[config.mk]
export PLATFORM = sky130hd
export DESIGN_NAME = note_voice_gen
export DESIGN_NICKNAME = d
export VERILOG_FILES = /design/src/rtl/note_voice_gen.sv
export SDC_FILE = /design/constraint.sdc
export NUM_CORES = 1
export LEC_CHECK = 0
export ABC_AREA = 1
export ABC_CLOCK_PERIOD_IN_PS = 7100
export BUFFER_PORTS_ARGS = -buffer_cell sky130_fd_sc_hd__buf_2
export CORE_UTILIZATION = 40
export DETAILED_ROUTE_END_ITERATION = 16
export PLACE_DENSITY = 0.54
export SYNTH_ARGS = -nofsm -noshare
export SYNTH_HDL_FRONTEND = slang
export SYNTH_SLANG_ARGS = --single-unit
export TNS_END_PERCENT = 1
[constraint.sdc]
create_clock -name CLOCK_50 -period 7.1 [get_ports CLOCK_50]
set_input_delay 0.71 -clock CLOCK_50 [delete_from_list [all_inputs] [get_ports CLOCK_50]]
set_output_delay 0.71 -clock CLOCK_50 [all_outputs]
set_load 0.05 [all_outputs]
[src/rtl/note_voice_gen.sv]
// note_voice_gen
//   Square-wave voice generator. Once per sample tick it advances an
//   attack/sustain/release envelope and the waveform phase for the selected
//   note. On the following cycle it scales the envelope by VOLUME and presents
//   the signed sample on a VALID/READY handshake.
// Ports
//   CLOCK_50      sole clock
//   RESET         asynchronous, active-high reset
//   NOTE[3:0]     0 / 13..15 = off, 1..12 = C5..B5
//   VOLUME[3:0]   linear gain, 0 = mute, 15 = 15/16
//   SAMPLE[15:0]  signed two's-complement sample
//   SAMPLE_VALID  SAMPLE holds an untransferred sample
//   SAMPLE_READY  consumer takes SAMPLE on a cycle with VALID && READY
//   ENV_STATE     0 IDLE, 1 ATTACK, 2 SUSTAIN, 3 RELEASE
//   OVERRUN       sticky flag: an untransferred sample was overwritten
module note_voice_gen #(
   parameter int unsigned SAMPLE_DIV   = 1042,
   parameter logic [15:0] ATTACK_STEP  = 16'd512,
   parameter logic [15:0] RELEASE_STEP = 16'd256,
   parameter logic [15:0] AMP_MAX      = 16'h7FFF
) (
   input  logic        CLOCK_50,
   input  logic        RESET,
   input  logic [3:0]  NOTE,
   input  logic [3:0]  VOLUME,
   output logic [15:0] SAMPLE,
   output logic        SAMPLE_VALID,
   input  logic        SAMPLE_READY,
   output logic [1:0]  ENV_STATE,
   output logic        OVERRUN
);

   localparam int unsigned CNT_W = (SAMPLE_DIV > 1) ? $clog2(SAMPLE_DIV) : 1;

   typedef enum logic [1:0] {
      ST_IDLE    = 2'd0,
      ST_ATTACK  = 2'd1,
      ST_SUSTAIN = 2'd2,
      ST_RELEASE = 2'd3
   } env_state_t;

   env_state_t       state, state_nx;
   logic [CNT_W-1:0] tick_cnt;
   logic             tick, load;
   logic [15:0]      env, env_nx;
   logic [5:0]       hp_cnt, hp_nx;
   logic [5:0]       half, half_nx, note_half;
   logic             pol, pol_nx;
   logic             note_active;
   logic [16:0]      env_up, env_dn;
   logic             env_at_max, env_at_zero;
   logic [19:0]      prod;
   logic [15:0]      amp, sample_nx;

   assign tick        = (tick_cnt == CNT_W'(SAMPLE_DIV - 1));
   assign note_active = (NOTE >= 4'd1) && (NOTE <= 4'd12);

   // Half-period in samples for C5..B5
   always_comb begin
      note_half = '0;
      case (NOTE)
         4'd1:    note_half = 6'd46;
         4'd2:    note_half = 6'd43;
         4'd3:    note_half = 6'd41;
         4'd4:    note_half = 6'd39;
         4'd5:    note_half = 6'd36;
         4'd6:    note_half = 6'd34;
         4'd7:    note_half = 6'd32;
         4'd8:    note_half = 6'd31;
         4'd9:    note_half = 6'd29;
         4'd10:   note_half = 6'd27;
         4'd11:   note_half = 6'd26;
         4'd12:   note_half = 6'd24;
         default: note_half = '0;
      endcase
   end

   // 17-bit sum/difference so the ceiling and floor are detected without wrap
   assign env_up      = {1'b0, env} + {1'b0, ATTACK_STEP};
   assign env_dn      = {1'b0, env} - {1'b0, RELEASE_STEP};
   assign env_at_max  = (env_up >= {1'b0, AMP_MAX});
   assign env_at_zero = env_dn[16] || (env_dn[15:0] == 16'd0);

   always_comb begin
      state_nx = state;
      env_nx   = env;
      hp_nx    = hp_cnt;
      pol_nx   = pol;
      half_nx  = half;
      if (tick) begin
         if (note_active)
            half_nx = note_half;
         // ">=" rather than "==" so a switch to a shorter period mid-note
         // flips on the next tick instead of counting past the new limit
         if (state != ST_IDLE) begin
            if (({1'b0, hp_cnt} + 7'd1) >= {1'b0, half}) begin
               pol_nx = ~pol;
               hp_nx  = '0;
            end else begin
               hp_nx = hp_cnt + 6'd1;
            end
         end
         case (state)
            ST_IDLE: begin
               env_nx = '0;
               if (note_active) begin
                  state_nx = ST_ATTACK;
                  hp_nx    = '0;
                  pol_nx   = 1'b0;
               end
            end
            ST_ATTACK: begin
               env_nx = env_at_max ? AMP_MAX : env_up[15:0];
               if (!note_active)
                  state_nx = ST_RELEASE;
               else if (env_at_max)
                  state_nx = ST_SUSTAIN;
            end
            ST_SUSTAIN: begin
               env_nx = AMP_MAX;
               if (!note_active)
                  state_nx = ST_RELEASE;
            end
            ST_RELEASE: begin
               env_nx = env_at_zero ? 16'd0 : env_dn[15:0];
               if (note_active)
                  state_nx = ST_ATTACK;
               else if (env_at_zero)
                  state_nx = ST_IDLE;
            end
            default: state_nx = ST_IDLE;
         endcase
      end
   end

   // Second pipeline stage works from the envelope/phase/state just updated
   assign prod      = 20'(env) * 20'(VOLUME);
   assign amp       = 16'(prod >> 4);
   assign sample_nx = (state == ST_IDLE) ? 16'd0 : (pol ? (16'd0 - amp) : amp);

   always_ff @(posedge CLOCK_50 or posedge RESET) begin
      if (RESET) begin
         tick_cnt     <= '0;
         load         <= 1'b0;
         state        <= ST_IDLE;
         env          <= '0;
         hp_cnt       <= '0;
         half         <= '0;
         pol          <= 1'b0;
         SAMPLE       <= '0;
         SAMPLE_VALID <= 1'b0;
         OVERRUN      <= 1'b0;
      end else begin
         tick_cnt <= tick ? '0 : tick_cnt + CNT_W'(1);
         load     <= tick;
         state    <= state_nx;
         env      <= env_nx;
         hp_cnt   <= hp_nx;
         half     <= half_nx;
         pol      <= pol_nx;
         if (load) begin
            SAMPLE       <= sample_nx;
            SAMPLE_VALID <= 1'b1;
            if (SAMPLE_VALID && !SAMPLE_READY)
               OVERRUN <= 1'b1;
         end else if (SAMPLE_VALID && SAMPLE_READY) begin
            SAMPLE_VALID <= 1'b0;
         end
      end
   end

   assign ENV_STATE = state;

endmodule

Word-level counts from Yosys, hierarchy flattened
Memory sizes are Yosys's and may differ from the RTL's. A register that Yosys moved wholly into a read port is not among the register bits.
Index checks and enable logic that the tools add are counted.
{ "word_totals": {"register_bits": 55, "romBits": 96, "n_memories": 1, "output_inout_bits": 20, "in_bits": 11, "elab_cells": 65} }
{ "classes": {"n_mux": 23, "n_eq_ne": 8, "addsub": 6, "n_bitwise": 1, "magnitude_cmp": 4, "reduce_logical": 12, "multipliers": 1} }
{ "memory_table": {"columns": ["name", "words", "word_bits", "rd", "rd_ports_with_merged_regs", "write_ports", "line", "rtl"], "rows": [
  ["(name not given)", 16, 6, 1, 1, 0, "61", "case (NOTE)"]
]} }
{ "op_table": {"columns": ["op", "n"], "rows": [
  ["$mux 16", 4],
  ["$pmux 16 s4", 1],
  ["$mux 6", 4],
  ["$mul 16x4->20", 1],
  ["$add 16x10->17 const B", 1],
  ["$ge 17x15->1 const B", 1],
  ["$sub 16x9->17 const B", 1],
  ["$logic_not 16->1", 1],
  ["$sub 1x16->16 const A", 1],
  ["$mux 2", 6],
  ["$add 11x1->11 const B", 1],
  ["$eq 11x11->1 const B", 1],
  ["$mux 11", 1],
  ["$pmux 2 s4", 1],
  ["$add 6x1->7 const B", 1],
  ["$ge 7x6->1", 1],
  ["$add 6x1->6 const B", 1],
  ["$mux 1", 6],
  ["$ne 3x3->1 const B", 2],
  ["$reduce_and 5->1", 1],
  ["$eq 2x2->1 const B", 2],
  ["$ge 4x1->1 const B", 1],
  ["$le 4x4->1 const B", 1],
  ["$ne 2x2->1 const B", 2],
  ["other kinds (8)", 12]
]} }

Longest topological paths before layout
Gate-level depths: netlist (run 1).
{ "logic_depth": {"ltp_word": 6, "mapped_depth": 26} }

Worst setup path before layout (run 1)
No wires, ideal clock.
{ "synth_timing": {"path_type": "input-to-reg", "start": "input port VOLUME[2]", "end": "register SAMPLE[12]", "arrival_ps": 3716, "cell_stages": 22, "n_path_buf": 1, "slack_ps": 3267, "setup_time_ps": 118, "required_time_ps": 6982, "cell_sequence": "clkbuf_1 -> nand2_1 -> o21ai_0 -> xor2_1 -> inv_1 -> fa_1 -> ha_1 -> a21oi_1 -> nand2_2 -> nand2_1 -> nand2_1 -> inv_1 -> ha_1 -> nand2_1 -> inv_1 -> nand3_1 -> nor2_2 -> nand2_1 -> nand2_2 -> nand3_1 -> nand3_1 -> nand2_1"} }
{ "synth_between": {"elab_chain_len": 4} }
{ "synth_lines": {"columns": ["element", "line", "rtl"], "rows": [
  ["start: declaration", "25", "input logic [3:0] VOLUME,"],
  ["$mul 16x4->20 *", "137", "assign prod = 20'(env) * 20'(VOLUME);"],
  ["$sub 1x16->16", "139", "assign sample_nx = (state == ST_IDLE) ? 16'd0 : (pol ? (16'd0 - amp) : amp);"],
  ["$mux 16 * (2 in series)", "139", null],
  ["end signal: assignment", "162", "SAMPLE <= sample_nx;"],
  ["end: declaration", "26", "output logic [15:0] SAMPLE,"]
]} }
Mark *: on every way between the ends. The rest lies on a longest branch, timed or not.
A chain may end at the register's enable or synchronous reset.

Worst setup path after layout (run 1)
Same ends and word-level chain as after synthesis.

==> flow_summary.toml, run 1 <==
[run_status]
status = "complete, no violations"

[worst_setup_path]
path_cells = "buf_2 -> nand2_1 -> o21ai_0 -> xor2_1 -> inv_1 -> fa_1 -> ha_1 -> nand2_1 -> inv_1 -> nand2_2 -> nand2_1 -> a21oi_1 -> inv_1 -> ha_1 -> nand2_1 -> inv_1 -> nand3_1 -> nor2_2 -> nand2_1 -> nand2_2 -> nand2_1 -> nand2_1 -> nand3_1 -> nand2_1"
cpMostUsedCell = "nand2_1"
end_kind = "flip-flop"
required_ps = 7280
critical_path_class = "in2reg"
crit_family = "adder cells"
arrival_ps = 4040
r2r_setup_slack_ps = 3290
crit_path_max_fanout = 9
max_stage_delay_ps = 510
r2r-start = "env[6]"
cp_slowest_cell = "fa_1"
worstReg2RegEnd = "SAMPLE[12]"
critPathLaunchType = "primary input"
r2r_cells = 23
critPathBufInv = 5

[placement]
gp_congestion = 0.878
port_buffers = 30
pre_cts_ws_ps = 2910
dp_cells = 987
place_hpwl_um = 9710

[synth]
async_reset_ff_frac = 1.00
ys_top_cells_by_count = "244 x nand2_1, 152 x inv_1, 63 x nor2_1"
yosysUniqueCellTypes = 39
syn_area_um2 = 5290
ys_ff_latch = 54
synth_area_leaders = "dfrtp_1 26%, nand2_1 17%, inv_1 11%, ha_1 10%, fa_1 6.1%"
avgSynthCellArea_um2 = 6.61
yosysMostFrequentCell = "nand2_1"
synth_enable_flop_cells = 0
ys_warn_count = 0
synthesis.nets = 870
synth_area_leader_cell = "dfrtp_1"
ys.flop_type = "dfrtp_1"
synth_top_area_frac = 0.255
synthCells = 800
ys_seq_area_frac = 0.255

[route]
drt_iter0_drc = 194
via_count = 4785
drcViolationCount = 0
ant_nets = 0
dr.pass1.iters = 4
wl_um = 12000
routedWlPerCell_um = 12.1
via_per_inst = 4.81

[power_and_ir_drop]
cellPowerDensity_nw_per_um2 = 106
p_leak_nw = 3.34
vdd_drop_max_uv = 79.7

[layout]
fin_nets = 892
antenna_cells = 0
fin_cells = 995
drive_above_1_share = 0.0875
final_util = 0.450
areaGrowthSynthToFinish_pct = 8.61

[cts]
clock_path_buffers = 2
cts_buffers = 5
holdBufCountCts = 0
cts-root-buf = "clkbuf_16"
cts.sinks = 54
cts_tree = "done"
ctsResizeCount = 0
postCtsSetupBuffers = 0
htree_levels = 2
clk_latency_ps = 300
clk_pin_slew_worst_paths_ps = 80

[die]
core-area_um2 = 12800
die_h_um = 117
start_util = 0.414
chipWidth_um = 117
rows = 41
io_pins = 31
die_area_um2 = 13700

[grt]
grt_max_degree = 55
grt_pass1_vias = 4774
grt_pass1_wl_um = 21000
grt_usage = 0.194
antenna_found_initial = 0
overflow = 0

[sta]
drv_slew = 0
post-route-period-util = 0.544
tightestPinTransition_ps = 773
skew_ps = 12.5
setup_tns_ps = 0
layout_setup_ws_ps = 3240
rsz0062_at_grt = "false"
setup_viol = 0
fmax_mhz = 259
finalWorstPathRequiredPeriod_ps = 3860
slew_headroom = 0.483
finalHoldViolCount = 0

[min_path]
worstHoldPathCells = 2
hold_start = "OVERRUN"
hp-class = "reg2reg"
min_to = "OVERRUN"

[job]
drv_cap = 0
==> worst min-delay path, delay by kind of cell (launching register included) <==
family          cells  cell delay (ps)
buf+inv             1               40
flops               1              340
compound gates      1               60
==> per-stage QoR <==
step	hold slack (ps)	power, mW	area, um^2
3_5_place_dp	468	0.347	5580
6_report	478	0.607	5750
5_1_grt	519	0.629	5750
3_3_place_gp	443	0.346	5580
4_1_cts	487	0.617	5750
2_1_floorplan	461	0.337	5290
==> report_power, final <==
group	internal, mW	switching (mW)	leakage [nW]	total, mW
clock	0.151	0.116	0.0801	0.267
combinational	0.00834	0.0205	2.65	0.0288
sequential	0.310	0.00111	0.608	0.311
total	0.469	0.138	3.34	0.607
==> cell families (layout without fill, tap and decap cells) <==
logic type                 after synthesis  after routing  synth area share
xor gates and xnor gates                24             24            0.0397
buffers and inverters                  171            194             0.125
and+or+nand+nor                        410            410             0.333
AOI/OAI and AO/OA                       82             82            0.0847
adders and majority gates               59             59             0.162
DFF                                     54             54             0.255
==> layer usage <==
metal | part of all wire | track usage | routed length, um | up-vias
li1 | - | - | - | 2513
met2 | 0.50 | 0.365 | 6070 | 50
met3 | 0.019 | 0.0263 | 228 | 16
met1 | 0.46 | 0.229 | 5490 | 2206
met4 | 0.021 | 0.0574 | 247 | 0
met5 | 0 | 0 | 0 | -
==> sequential cells by signal, summed over array words and instances, names as in the netlist <==
| signal | cells |
|---|---|
| ENV_STATE | 2 |
| OVERRUN | 1 |
| SAMPLE | 16 |
| SAMPLE_VALID | 1 |
| env | 9 |
| half | 6 |
| hp_cnt | 6 |
| load | 1 |
| pol | 1 |
| tick_cnt | 11 |
==> worst max path at each step <==
stage / start / to / slack [ps] / cells past startpoint
after detailed placement: VOLUME[2] / SAMPLE[12] / 2910 / 24
after global placement: VOLUME[2] / SAMPLE[12] / 2990 / 24
after global routing: VOLUME[2] / SAMPLE[12] / 2830 / 22
final: VOLUME[2] / SAMPLE[12] / 3240 / 24
after floorplan: VOLUME[2] / SAMPLE[12] / 3270 / 22
after CTS: VOLUME[2] / SAMPLE[14] / 3210 / 24
==> cells in the final DEF, fill, tap and decap left out, types with 18 or more instances in the layout <==
| cell type | Yosys | final |
|---|---|---|
| nand2_1 | 244 | 244 |
| nor2_1 | 63 | 63 |
| inv_1 | 152 | 151 |
| nand3_1 | 44 | 44 |
| ha_1 | 43 | 43 |
| buf_2 | 9 | 30 |
| xor2_1 | 18 | 18 |
| dfrtp_1 | 54 | 54 |
| o21ai_0 | 34 | 34 |
| a21oi_1 | 33 | 33 |
==> final cells by class <==
type	instances	area, um^2
clock buffer	7	153
clock inverter	1	8.76
fill	1375	7030
inverter	155	582
multi-input combinational	575	3280
sequential	54	1350
tap	172	215
timing repair buffer	31	158
Power figures use the tool's default switching activity.
==> run 2, diff against run 1 <==
--- a/config.mk
+++ b/config.mk
@@ -6,7 +6,7 @@
 export NUM_CORES = 1
 export LEC_CHECK = 0
 export ABC_AREA = 1
-export ABC_CLOCK_PERIOD_IN_PS = 7100
+export ABC_CLOCK_PERIOD_IN_PS = 3900
 export BUFFER_PORTS_ARGS = -buffer_cell sky130_fd_sc_hd__buf_2
 export CORE_UTILIZATION = 40
 export DETAILED_ROUTE_END_ITERATION = 16
==> constraint.sdc (replaced) <==
create_clock -name CLOCK_50 -period 3.9 [get_ports CLOCK_50]
set_input_delay 0.39 -clock CLOCK_50 [delete_from_list [all_inputs] [get_ports CLOCK_50]]
set_output_delay 0.39 -clock CLOCK_50 [all_outputs]
set_load 0.05 [all_outputs]
==> flow_summary.toml, run 2 (synthesis results as in run 1) <==
[grt]
grt_usage = 0.193
grt_util_met1 = 0.235
antenna_found_initial = 0
busiest_layer = "met2"
use_met2 = 0.350
grt_pass1_vias = 4685
met3_usage = 0.0299
overflow = 0
grt_max_degree = 55
grt_pass1_wl_um = 20700

[route]
drt_iter0_drc = 240
via_count = 4836
wl_um = 12000
ant_nets = 0
drcViolationCount = 0
routedWlPerCell_um = 11.9
dr.pass1.iters = 5
via_per_inst = 4.81

[sta]
drv_slew = 0
skew_ps = 8.43
setup_tns_ps = 0
layout_setup_ws_ps = 350
finalHoldViolCount = 0
fmax_mhz = 282
hold_slack_ps = 272
tightestPinTransition_ps = 680
slew_headroom = 0.546
rsz0062_at_grt = "false"
setup_viol = 0
post-route-period-util = 0.910
finalWorstPathRequiredPeriod_ps = 3550

[power_and_ir_drop]
p_leak_nw = 3.38
totalPowerFinal_mw = 1.07
cellPowerDensity_nw_per_um2 = 184
vdd_drop_max_uv = 177

[die]
start_util = 0.414
rows = 41
chipWidth_um = 117
die_h_um = 117
core-area_um2 = 12800
io_pins = 31
die_area_um2 = 13700

[worst_setup_path]
critical_path_class = "reg2reg"
critPathBufInv = 4
end_kind = "flip-flop"
cpMostUsedCell = "nand2_1"
crit_family = "simple AND/OR/NAND/NOR gates"
critPathLaunchType = "flip-flop"
required_ps = 4090
cp_slowest_cell = "fa_1"
path_cells = "nand2_1 -> nand2_1 -> o21ai_1 -> xor2_1 -> inv_2 -> fa_1 -> ha_1 -> nand2_1 -> inv_1 -> nand2_2 -> nand2_1 -> a21oi_1 -> inv_1 -> ha_1 -> nand2_1 -> inv_1 -> nand3_1 -> nor2_2 -> nand2_1 -> nand2_2 -> nand2_1 -> nand2_1 -> nand3_1 -> nand2_1"
crit_path_max_fanout = 6
max_stage_delay_ps = 490
arrival_ps = 3740

[layout]
top_register = "SAMPLE"
reg_top3 = "SAMPLE x16, tick_cnt x11, env x9"
fin_nets = 902
final_cell_mix = "244 x nand2_1, 150 x inv_1, 63 x nor2_1, 54 x dfrtp_1, 44 x nand3_1"
drive_above_1_share = 0.101
largest_reg_flops = 16
antenna_cells = 0
fill_cells = 1297
ff_latch_area_um2 = 1350
areaGrowthSynthToFinish_pct = 9.82
multi_input_area_um2 = 3280
final_common_cell = "nand2_1"
final_cell_area_um2 = 5810

[placement]
port_buffers = 30
place_hpwl_um = 9770
dpl-instance-area_um2 = 5660
gp_congestion = 0.881
pre_cts_ws_ps = 99.6

[cts]
clk_pin_slew_worst_paths_ps = 70
htree_levels = 2
cts_tree = "done"
holdBufCountCts = 0
clock_path_buffers = 2
cts_buffers = 5
clk_latency_ps = 300
cts.sinks = 54
cts-root-buf = "clkbuf_16"

[job]
drv_cap = 0

[min_path]
hp-class = "in2reg"

[run_status]
status = "complete, no violations"
==> run 2: what timing repair did <==
action                                  CTS  global route
gates resized for setup                   0             3
buffers inserted                          0             0
hold endpoints to repair                  0             0
endpoints found under the setup margin    0             8
==> run 2: through the flow <==
stage	utilization	std cells
floorplan	-	800
finish	0.455	1005
global placement	0.443	997
CTS	0.455	1005
global route	0.455	1005
detailed placement	0.443	997
==> run 2: final cells by class <==
type                       instances  area share
clock buffer                       5      0.0215
clock inverter                     3     0.00366
inverter                         155       0.100
multi-input combinational        575       0.565
sequential                        54       0.233
tap                              172      0.0370
timing repair buffer              41      0.0401
==> run 2: where the power goes <==
part | internal (mW) | switching, mW | total, mW
sequential | 0.564 | 0.00226 | 0.567
combinational | 0.0152 | 0.0369 | 0.0521
clock | 0.238 | 0.212 | 0.450
total | 0.818 | 0.251 | 1.07
==> run 2: worst paths after layout <==
kind / startpoint / endpoint / slack (ps) / cells after the start
worst max register to register: env[6] / SAMPLE[12] / 350 / 24
worst max-delay path: env[6] / SAMPLE[12] / 350 / 24
worst min register to register: OVERRUN / OVERRUN / 480 / 2
min in group asynchronous: RESET / SAMPLE[14] / 280 / 3
worst min-delay path: SAMPLE_READY / OVERRUN / 270 / 2
max in group asynchronous: RESET / SAMPLE[13] / 3180 / 3
==> run 2: worst register-to-register path: stages (launching register included) <==
cell and delay, ps:
dfrtp_1 420, nand2_1 130, nand2_1 110, o21ai_1 160, xor2_1 190, inv_2 90
fa_1 500, ha_1 360, nand2_1 100, inv_1 60, nand2_2 100, nand2_1 60
a21oi_1 200, inv_1 110, ha_1 200, nand2_1 80, inv_1 60, nand3_1 90
nor2_2 40, nand2_1 60, nand2_2 80, nand2_1 90, nand2_1 50, nand3_1 60
nand2_1 50
==> run 2: metal layers <==
metal	vias up	part of all wire
met5	-	0
met1	2217	0.46
met3	14	0.030
met4	0	0.015
met2	68	0.49
li1	2537	-
